<file path="src/rtl/nand_cpu_pkg.sv">
// nand_cpu_pkg: types and constants shared by the load/store path.
//   NUM_REG / REG_AW : physical register count and its address width
//   MemOp            : memory operation carried from mem_buffer
//   LsuState         : load_store_unit FSM states
package nand_cpu_pkg;

  localparam int NUM_REG = 16;
  localparam int REG_AW  = $clog2(NUM_REG);

  typedef enum logic [1:0] {
    MEM_NONE  = 2'd0,
    MEM_LOAD  = 2'd1,
    MEM_STORE = 2'd2,
    MEM_FENCE = 2'd3
  } MemOp;

  typedef enum logic [2:0] {
    IDLE  = 3'd0,
    REQ   = 3'd1,
    WAIT  = 3'd2,
    WB    = 3'd3,
    DRAIN = 3'd4
  } LsuState;

endpackage

</file>
<file path="src/rtl/load_store_unit.sv">
// load_store_unit: executes one load/store at a time for the OoO core.
// Accepts an issued op from mem_buffer, forms base+offset (modulo wrap),
// issues a valid/ready request to data memory and returns load data to
// writeback. Flush cancels in-flight loads; stores always complete.
//
// Ports:
//   clk, rst (sync, active-high), flush (one-cycle cancel pulse)
//   in_*      : issue handshake and operands from mem_buffer
//   dmem_req_*: memory request handshake; dmem_resp_*: load return
//   wb_*      : writeback handshake, store_done pulse, busy
//
// state | meaning
// ------+-----------------------------------------------------------
// IDLE  | ready for a new op
// REQ   | request presented to memory, fields held until accepted
// WAIT  | load accepted, waiting for the response
// WB    | load result presented to writeback
// DRAIN | flushed load still owed a response; swallow it
module load_store_unit
  import nand_cpu_pkg::*;
#(
  parameter int DATA_W = 16,
  parameter int ADDR_W = 16
) (
  input  logic              clk,
  input  logic              rst,
  input  logic              flush,
  input  logic              in_valid,
  output logic              in_ready,
  input  MemOp              in_mem_op,
  input  logic [DATA_W-1:0] in_base,
  input  logic [DATA_W-1:0] in_offset,
  input  logic [DATA_W-1:0] in_store_data,
  input  logic              in_use_rw,
  input  logic [REG_AW-1:0] in_rw_addr,
  output logic              dmem_req_valid,
  input  logic              dmem_req_ready,
  output logic              dmem_req_we,
  output logic [ADDR_W-1:0] dmem_req_addr,
  output logic [DATA_W-1:0] dmem_req_wdata,
  input  logic              dmem_resp_valid,
  input  logic [DATA_W-1:0] dmem_resp_rdata,
  output logic              wb_valid,
  input  logic              wb_ready,
  output logic [REG_AW-1:0] wb_rw_addr,
  output logic [DATA_W-1:0] wb_data,
  output logic              store_done,
  output logic              busy
);

  LsuState r_state;
  LsuState w_next_state;

  logic              r_we;
  logic [ADDR_W-1:0] r_addr;
  logic [DATA_W-1:0] r_wdata;
  logic              r_use_rw;
  logic [REG_AW-1:0] r_rw_addr;
  logic [DATA_W-1:0] r_rdata;
  logic              r_store_done;

  logic [DATA_W-1:0] w_ea_full;
  logic              w_accept;
  logic              w_is_mem_op;

  assign w_ea_full   = in_base + in_offset;
  assign w_accept    = (r_state == IDLE) && in_valid && !flush;
  assign w_is_mem_op = (in_mem_op == MEM_LOAD) || (in_mem_op == MEM_STORE);

  always_ff @(posedge clk) begin
    if (rst) r_state <= IDLE;
    else     r_state <= w_next_state;
  end

  always_comb begin
    w_next_state = r_state;
    case (r_state)
      IDLE: begin
        if (w_accept && w_is_mem_op) w_next_state = REQ;
      end
      REQ: begin
        if (dmem_req_ready) begin
          if (r_we)       w_next_state = IDLE;
          else if (flush) w_next_state = DRAIN;
          else            w_next_state = WAIT;
        end else if (flush && !r_we) begin
          // request not yet taken by memory, safe to withdraw
          w_next_state = IDLE;
        end
      end
      WAIT: begin
        if (dmem_resp_valid) begin
          if (flush || !r_use_rw) w_next_state = IDLE;
          else                    w_next_state = WB;
        end else if (flush) begin
          w_next_state = DRAIN;
        end
      end
      WB: begin
        if (flush || wb_ready) w_next_state = IDLE;
      end
      DRAIN: begin
        if (dmem_resp_valid) w_next_state = IDLE;
      end
      default: w_next_state = IDLE;
    endcase
  end

  // Handshake outputs decode the state only; rst masks them during the
  // first reset cycle before the state register has cleared.
  always_comb begin
    in_ready       = 1'b0;
    dmem_req_valid = 1'b0;
    wb_valid       = 1'b0;
    busy           = 1'b0;
    if (!rst) begin
      in_ready       = (r_state == IDLE);
      dmem_req_valid = (r_state == REQ);
      wb_valid       = (r_state == WB);
      busy           = (r_state != IDLE);
    end
  end

  always_ff @(posedge clk) begin
    if (rst) begin
      r_we         <= 1'b0;
      r_addr       <= '0;
      r_wdata      <= '0;
      r_use_rw     <= 1'b0;
      r_rw_addr    <= '0;
      r_rdata      <= '0;
      r_store_done <= 1'b0;
    end else begin
      r_store_done <= (r_state == REQ) && r_we && dmem_req_ready;
      if (w_accept) begin
        r_we      <= (in_mem_op == MEM_STORE);
        r_addr    <= ADDR_W'(w_ea_full);
        r_wdata   <= in_store_data;
        r_use_rw  <= in_use_rw;
        r_rw_addr <= in_rw_addr;
      end
      if ((r_state == WAIT) && dmem_resp_valid && !flush) r_rdata <= dmem_resp_rdata;
    end
  end

  assign dmem_req_we    = r_we;
  assign dmem_req_addr  = r_addr;
  assign dmem_req_wdata = r_wdata;
  assign wb_rw_addr     = r_rw_addr;
  assign wb_data        = r_rdata;
  assign store_done     = r_store_done && !rst;

endmodule

</file>
<file path="config.mk">
export PLATFORM = sky130hd
export DESIGN_NAME = load_store_unit
export DESIGN_NICKNAME = d
export VERILOG_FILES = /design/src/rtl/nand_cpu_pkg.sv /design/src/rtl/load_store_unit.sv
export SDC_FILE = /design/constraint.sdc
export NUM_CORES = 1
export LEC_CHECK = 0
export ABC_AREA = 1
export CAP_MARGIN = 20
export CORE_MARGIN = 2
export CORE_UTILIZATION = 33
export DETAILED_ROUTE_END_ITERATION = 7
export PLACE_DENSITY = 0.73
export SLEW_MARGIN = 30
export SYNTH_ARGS = -nofsm -noshare
export SYNTH_HDL_FRONTEND = slang
export SYNTH_SLANG_ARGS = --single-unit
</file>
<file path="constraint.sdc">
create_clock -name clk -period 2.7 [get_ports clk]
set_input_delay 0.54 -clock clk [delete_from_list [all_inputs] [get_ports clk]]
set_output_delay 0.54 -clock clk [all_outputs]
set_load 0.005 [all_outputs]
</file>
==> results of run 1 <==
## worst max-delay path by stage
stage                       end  slack, ns       start  cells after the start
6_report                   busy       0.33         rst                      3
5_1_grt          dmem_req_valid       0.22  r_state[0]                      5
4_1_cts                    busy       0.31         rst                      3
3_5_place_dp   dmem_req_addr[8]       0.30  in_base[0]                     12
3_3_place_gp   dmem_req_addr[8]       0.30  in_base[0]                     12
2_1_floorplan  dmem_req_addr[8]       0.82  in_base[0]                     11
## kinds of logic (layout without fill, tap and decap cells)
group	Yosys count	after routing	share of synthesized area, %
AOI/OAI and AO/OA	63	63	10.5
buffers and inverters	84	223	11.7
adders and majority gates	17	17	6.97
and+or+nand+nor	256	256	32.7
xor gates and xnor gates	5	5	1.39
DFF	58	58	36.8
## where the power goes
group	switching (mW)	internal [mW]	total, mW
Sequential	0.0568	0.949	1.01
Combinational	0.388	0.418	0.806
Clock	0.332	0.542	0.874
## metrics by stage
stage	util (%)	std cells	hold WS, ns
2_1_floorplan	-	483	0.454
3_3_place_gp	49.5	735	0.465
3_5_place_dp	49.5	735	0.471
4_1_cts	51.8	751	0.487
5_1_grt	51.8	751	0.504
6_report	51.8	751	0.481
## state kept, by name, summed over array words and instances (netlist names)
name and flops:
r_use_rw 1, dmem_req_addr 16, r_state 3, wb_data 16, r_store_done 1, wb_rw_addr 4
dmem_req_wdata 16, dmem_req_we 1
## per-layer routing
metal / up-vias / share of wire (%) / wire length, µm
met5: - / 0 / 0
met4: 0 / 1.2 / 107
met3: 11 / 7.8 / 672
met2: 115 / 46 / 3990
met1: 1518 / 45 / 3820
li1: 1770 / - / -
## worst register-to-register path, cell delays in order (launching register included)
cell and delay [ns]:
sky130_fd_sc_hd__dfxtp_1 0.32, sky130_fd_sc_hd__inv_2 0.07, sky130_fd_sc_hd__nand2_2 0.07, sky130_fd_sc_hd__nor2_4 0.12, sky130_fd_sc_hd__nand2_2 0.18, sky130_fd_sc_hd__inv_6 0.33, sky130_fd_sc_hd__nand3_1 0.15, sky130_fd_sc_hd__o211ai_1 0.11
sky130_fd_sc_hd__inv_1 0.05
## cells in the final DEF (no fill, tap or decap), types with 2 or more instances in the layout
cell type,instances
sky130_fd_sc_hd__o211ai_1,3
sky130_fd_sc_hd__clkdlybuf4s50_1,135
sky130_fd_sc_hd__nand2_2,2
sky130_fd_sc_hd__nand3_1,25
sky130_fd_sc_hd__nand2_1,95
sky130_fd_sc_hd__xnor2_1,3
sky130_fd_sc_hd__nand4_1,4
sky130_fd_sc_hd__dfxtp_1,58
sky130_fd_sc_hd__ha_1,16
sky130_fd_sc_hd__inv_1,64
sky130_fd_sc_hd__a21oi_1,11
sky130_fd_sc_hd__nand3b_1,2
sky130_fd_sc_hd__o21ai_0,46
sky130_fd_sc_hd__nor2_1,121
sky130_fd_sc_hd__inv_2,3
sky130_fd_sc_hd__nor3_1,3
sky130_fd_sc_hd__clkinv_2,2
sky130_fd_sc_hd__clkbuf_8,10
sky130_fd_sc_hd__buf_4,4
sky130_fd_sc_hd__bufinv_16,2
sky130_fd_sc_hd__xor2_1,2
## layout make-up
type                    count  area share, %
repair buffers            139           28.7
well taps                 129           3.36
multi-input cells         341           33.8
clock inverters             5           1.61
flip-flops and latches     58           24.1
inverters                  68           5.41
clock buffers              11           2.94
==> results.ini, run 1 <==
[run_status]
outcome = completed

[logic_synthesis]
synth.lib_cells_used.distinct = 31
mapped_area_mm2 = 0.00316
post_synth_inst_count = 483
synthMostInstantiatedCell = sky130_fd_sc_hd__nor2_1
ys_ff_latch = 58
ys_top_cells_by_count = sky130_fd_sc_hd__nor2_1, sky130_fd_sc_hd__nand2_1, sky130_fd_sc_hd__inv_1
synth.top_cell.area_share_pct = 36.8
ys_seq_area_share_pct = 36.8
synthesis.nets = 578
synth.top_cells.by_area = sky130_fd_sc_hd__dfxtp_1, sky130_fd_sc_hd__nor2_1, sky130_fd_sc_hd__nand2_1, sky130_fd_sc_hd__inv_1, sky130_fd_sc_hd__o21ai_0
ys_async_sr_fraction_pct = 0
synth.largest_area_cell = sky130_fd_sc_hd__dfxtp_1
synth_enable_flop_cells = 0
synthesis.yosys.warnings = 0
yosys_most_used_dff = sky130_fd_sc_hd__dfxtp_1
synth.avg_cell_area_um2 = 6.54

[placement]
place.port_buffers = 135
placedInstanceArea_mm2 = 0.00459
pre_cts_slack_ns = 0.303
gp_congestion = 0.913
dpl.hpwl_um = 6640

[detailed_routing]
route.vias.total = 3414
route.detailed.vias_per_inst = 4.55
number_of_remaining_drc_errors = 0
drt_first_pass_iters = 4
wl_per_cell_um = 11.4
final_antenna_net_count = 0
drt-total-wl_um = 8590
detailedRoute.firstIterationViolations = 144

[floorplanning]
die_h_um = 102
initial_utilization_pct = 34.0
die_area_mm2 = 0.0104
die_width_um = 102
row_count = 35
ios = 136
core_mm2 = 0.00928

[hold_path]
min_from = wb_data[6]
hold-path-endpoint = wb_data[6]
hold_path.class = reg2reg
whs_path_depth = 2

[critical_path]
ordered_list_of_cells_on_the_worst_path = clkdlybuf4s50_1, nor2_1, clkdlybuf4s50_1
cp_common_cell = sky130_fd_sc_hd__clkdlybuf4s50_1
timing.critical_path.fanout_max = 9
worst_r2r_startpoint = r_state[1]
criticalPathCategory = in2out
cpMaxStageDelayCell = sky130_fd_sc_hd__clkdlybuf4s50_1
timing.critical_path.to_type = output port
largest_stage_delay_on_the_critical_path_ns = 0.59
critical_path.reg2reg.endpoint = dmem_req_addr[6]
crit_required_ns = 2.16
critical_path.n_buffers_inverters = 2
worstPathArrival_ns = 1.83
cp-start-kind = primary input
cpLargestDelayFamily = buffers and inverters
timing.reg2reg.worst_path_depth = 8
regToRegSetupSlack_ns = 1.18

[sta]
slew_headroom_pct = 76.0
post-route-period-util_pct = 87.8
max_transition_viols_final = 0
hold_viol_final = 0
setup_tns_ns = 0
timing.final.setup_violations = 0
worstMarginPinSlew_ns = 0.358
fin_crit_ns = 2.37
timing.final.ws_setup_ns = 0.328
fmax_achieved_ghz = 0.422
finalClockSkew_ns = 0.00437
unrepaired_setup_endpoints_after_global_routing = false

[power_and_ir_drop]
vdd_ir_drop_max_mv = 0.292
totalPowerFinal_mw = 2.68
p_leak_nw = 2.19
p_per_area_mw_per_mm2 = 558

[cts]
cts_buffers = 9
tritoncts = built
cts_repair_resize_count = 0
cts.clk_slew.worst_paths_ns = 0.06
cts_num_sinks = 58
cts_setup_buffers = 0
worst_skew_pair.late_latency_ns = 0.33
cts.root.buffer_cell = sky130_fd_sc_hd__clkbuf_8
cts_hold_buffers = 0
buffer_depth_of_the_longest_clock_path = 2
h_tree_depth = 3

[global_route]
global_route.overflow_total = 0
met3_usage_pct = 6.63
track_usage_pct = 16.8
grt_max_degree = 50
grt_util_met2_pct = 28.0
globalRoute.busiestLayer = met2
grt_first_pass_wirelength_um = 14000
first_global_vias = 3189
grt_antenna_before_repair = 0
grtUsageMet1_pct = 20.3

[final_layout]
antennaDiodeCount = 0
multiInputGateArea_mm2 = 0.00163
final_nets = 712
num-fill-cells = 930
finish.instance_area_mm2 = 0.00481
post_route_cells_drive_above_1_share_pct = 4.50
sequential_cell_area_mm2 = 0.00116
area_growth_pct = 52.3

[flow_run]
maxCapViolCount = 0

Note: power is estimated with default switching activity, not from simulation.
==> run 2: changes to the inputs <==
--- a/config.mk
+++ b/config.mk
@@ -9,6 +9,7 @@
 export CAP_MARGIN = 20
 export CORE_MARGIN = 2
 export CORE_UTILIZATION = 33
+export CTS_BUF_LIST = sky130_fd_sc_hd__clkbuf_4 sky130_fd_sc_hd__clkbuf_8
 export DETAILED_ROUTE_END_ITERATION = 7
 export PLACE_DENSITY = 0.73
 export SLEW_MARGIN = 30
==> constraint.sdc (replaced) <==
create_clock -name clk -period 2.6 [get_ports clk]
set_input_delay 0.52 -clock clk [delete_from_list [all_inputs] [get_ports clk]]
set_output_delay 0.52 -clock clk [all_outputs]
set_load 0.005 [all_outputs]
==> run 2 against run 1 <==
  * Register-to-register slack got worse by 0.12 ns
  * Non-clock buffer count did not move
  * Critical path depth rose by 2
  * Clock power fell by 9.4%
  * Setup slack got worse by 0.11 ns
  * Worst hold slack barely moved
  * Routed wire length barely moved
  * Cell area fell by 0.62%
  * Power fell by 0.42%
  * Clock skew rose by 0.0016 ns
  * Largest power group unchanged
==> results.ini, run 2 (synthesis gave the netlist of run 1 again) <==
[final_layout]
final_cell_mix = sky130_fd_sc_hd__clkdlybuf4s50_1, sky130_fd_sc_hd__nor2_1, sky130_fd_sc_hd__nand2_1  ; unchanged
final_nets = 712  ; unchanged
finish.instance_area_mm2 = 0.00478  ; was 0.00481 mm²
antennaDiodeCount = 0  ; unchanged
post_route_cells_drive_above_1_share_pct = 4.66  ; was 4.50%
final_cell_count_no_fill = 751  ; unchanged
mostFrequentLayoutCell = sky130_fd_sc_hd__clkdlybuf4s50_1  ; unchanged
area_growth_pct = 51.3  ; was 52.3%
num-fill-cells = 939  ; was 930

[critical_path]
timing.reg2reg.worst_path_depth = 8  ; unchanged
largest_stage_delay_on_the_critical_path_ns = 0.53  ; was 0.59 ns
critical_path.reg2reg.endpoint = dmem_req_addr[13]  ; was dmem_req_addr[6]
worstPathArrival_ns = 1.86  ; was 1.83 ns
criticalPathCategory = reg2out  ; was in2out
regToRegSetupSlack_ns = 1.06  ; was 1.18 ns
crit_required_ns = 2.08  ; was 2.16 ns
timing.critical_path.to_type = output port  ; unchanged
cp-start-kind = flip-flop  ; was primary input
worst_r2r_startpoint = r_state[2]  ; was r_state[1]
cpMaxStageDelayCell = sky130_fd_sc_hd__clkdlybuf4s50_1  ; unchanged
timing.critical_path.fanout_max = 5  ; was 9
ordered_list_of_cells_on_the_worst_path = inv_1, nor2_1, inv_1, nor2_1, clkdlybuf4s50_1  ; was clkdlybuf4s50_1, nor2_1, clkdlybuf4s50_1

[floorplanning]
ios = 136  ; unchanged
die_area_mm2 = 0.0104  ; unchanged
die_h_um = 102  ; unchanged
row_count = 35  ; unchanged
core_mm2 = 0.00928  ; unchanged
die_width_um = 102  ; unchanged
initial_utilization_pct = 34.0  ; unchanged

[cts]
buffer_depth_of_the_longest_clock_path = 2  ; unchanged
cts_buffers = 9  ; unchanged
h_tree_depth = 3  ; unchanged
cts_hold_buffers = 0  ; unchanged
cts_repair_resize_count = 0  ; unchanged
tritoncts = built  ; unchanged
cts_num_sinks = 58  ; unchanged
cts.root.buffer_cell = sky130_fd_sc_hd__clkbuf_8  ; unchanged
cts.clk_slew.worst_paths_ns = 0.06  ; about the same
cts_setup_buffers = 0  ; unchanged
worst_skew_pair.late_latency_ns = 0.33  ; about the same

[placement]
dpl.hpwl_um = 6510  ; was 6640 µm
pre_cts_slack_ns = 0.216  ; was 0.303 ns
placed_cells = 735  ; unchanged
gp_congestion = 0.905  ; was 0.913
place.port_buffers = 135  ; unchanged
placedInstanceArea_mm2 = 0.00459  ; unchanged

[power_and_ir_drop]
totalPowerFinal_mw = 2.67  ; was 2.68 mW
p_per_area_mw_per_mm2 = 559  ; was 558 mW/mm²
vdd_ir_drop_max_mv = 0.286  ; was 0.292 mV
p_leak_nw = 2.18  ; was 2.19 nW

[sta]
fmax_achieved_ghz = 0.420
timing.final.setup_violations = 0  ; unchanged
slew_headroom_pct = 74.6  ; was 76.0%
timing.final.ws_setup_ns = 0.220  ; was 0.328 ns
unrepaired_setup_endpoints_after_global_routing = false  ; unchanged
post-route-period-util_pct = 91.5
hold_viol_final = 0  ; unchanged
max_transition_viols_final = 0  ; unchanged
finalClockSkew_ns = 0.00595  ; was 0.00437 ns
worstMarginPinSlew_ns = 0.379  ; was 0.358 ns
fin_crit_ns = 2.38
setup_tns_ns = 0  ; unchanged

[global_route]
grt_antenna_before_repair = 0  ; unchanged
grt_max_degree = 50  ; unchanged
first_global_vias = 3049  ; was 3189
track_usage_pct = 16.2  ; was 16.8%
grt_first_pass_wirelength_um = 13500  ; was 14000 µm
global_route.overflow_total = 0  ; unchanged

[detailed_routing]
wl_per_cell_um = 11.4  ; about the same
route.vias.total = 3391  ; was 3414
final_antenna_net_count = 0  ; unchanged
route.detailed.vias_per_inst = 4.52  ; was 4.55
drt_first_pass_iters = 4  ; unchanged
drt-total-wl_um = 8600  ; was 8590 µm
detailedRoute.firstIterationViolations = 162  ; was 144
number_of_remaining_drc_errors = 0  ; unchanged

[hold_path]
hold-path-endpoint = dmem_req_wdata[2]  ; was wb_data[6]
min_from = dmem_req_wdata[2]  ; was wb_data[6]
hold_path.class = reg2reg  ; unchanged
whs_path_depth = 2  ; unchanged

[run_status]
outcome = completed  ; unchanged

[flow_run]
maxCapViolCount = 0  ; unchanged

run 2: worst max path at each step:
stage | from | end | slack, ns
final | r_state[0] | dmem_req_valid | 0.22
after global routing | r_state[0] | dmem_req_valid | 0.08
after CTS | r_state[0] | dmem_req_valid | 0.22
after detailed placement | in_base[0] | dmem_req_addr[8] | 0.22
after global placement | in_base[0] | dmem_req_addr[8] | 0.22
after floorplan | in_base[0] | dmem_req_addr[8] | 0.74
run 2: worst max-delay path: cells and delay by family, from the launching register on:
family / cells / cell delay (ns)
buf+inv: 3 / 0.74
flops: 1 / 0.45
simple gates: 2 / 0.34
run 2: cell type report:
class	instances	area (µm²)	share of cell area [%]
multi-input cells	341	1630	34.0
repair buffers	139	1380	28.9
flip-flops and latches	58	1160	24.3
inverters	68	260	5.44
well taps	129	161	3.38
clock buffers	10	131	2.75
clock inverters	6	57.6	1.20
run 2: per-layer routing:
layer / vias to the layer above / wire length (µm) / GRT usage, %
li1: 1767 / - / -
met1: 1499 / 3800 / 19.1
met2: 115 / 3970 / 27.1
met3: 10 / 737 / 6.16
met4: 0 / 89 / 5.74
met5: - / 0 / 0
run 2: power breakdown:
group          total [mW]  internal, mW  switching (mW)
combinational       0.838         0.434           0.404
sequential           1.04         0.985          0.0591
clock               0.792         0.446           0.346
total                2.67          1.86           0.809
run 2: through the flow:
step                util, %  hold slack [ns]
floorplan                 -            0.454
global placement       49.5            0.463
detailed placement     49.5            0.472
CTS                    51.5            0.488
global route           51.5            0.511
finish                 51.5            0.481
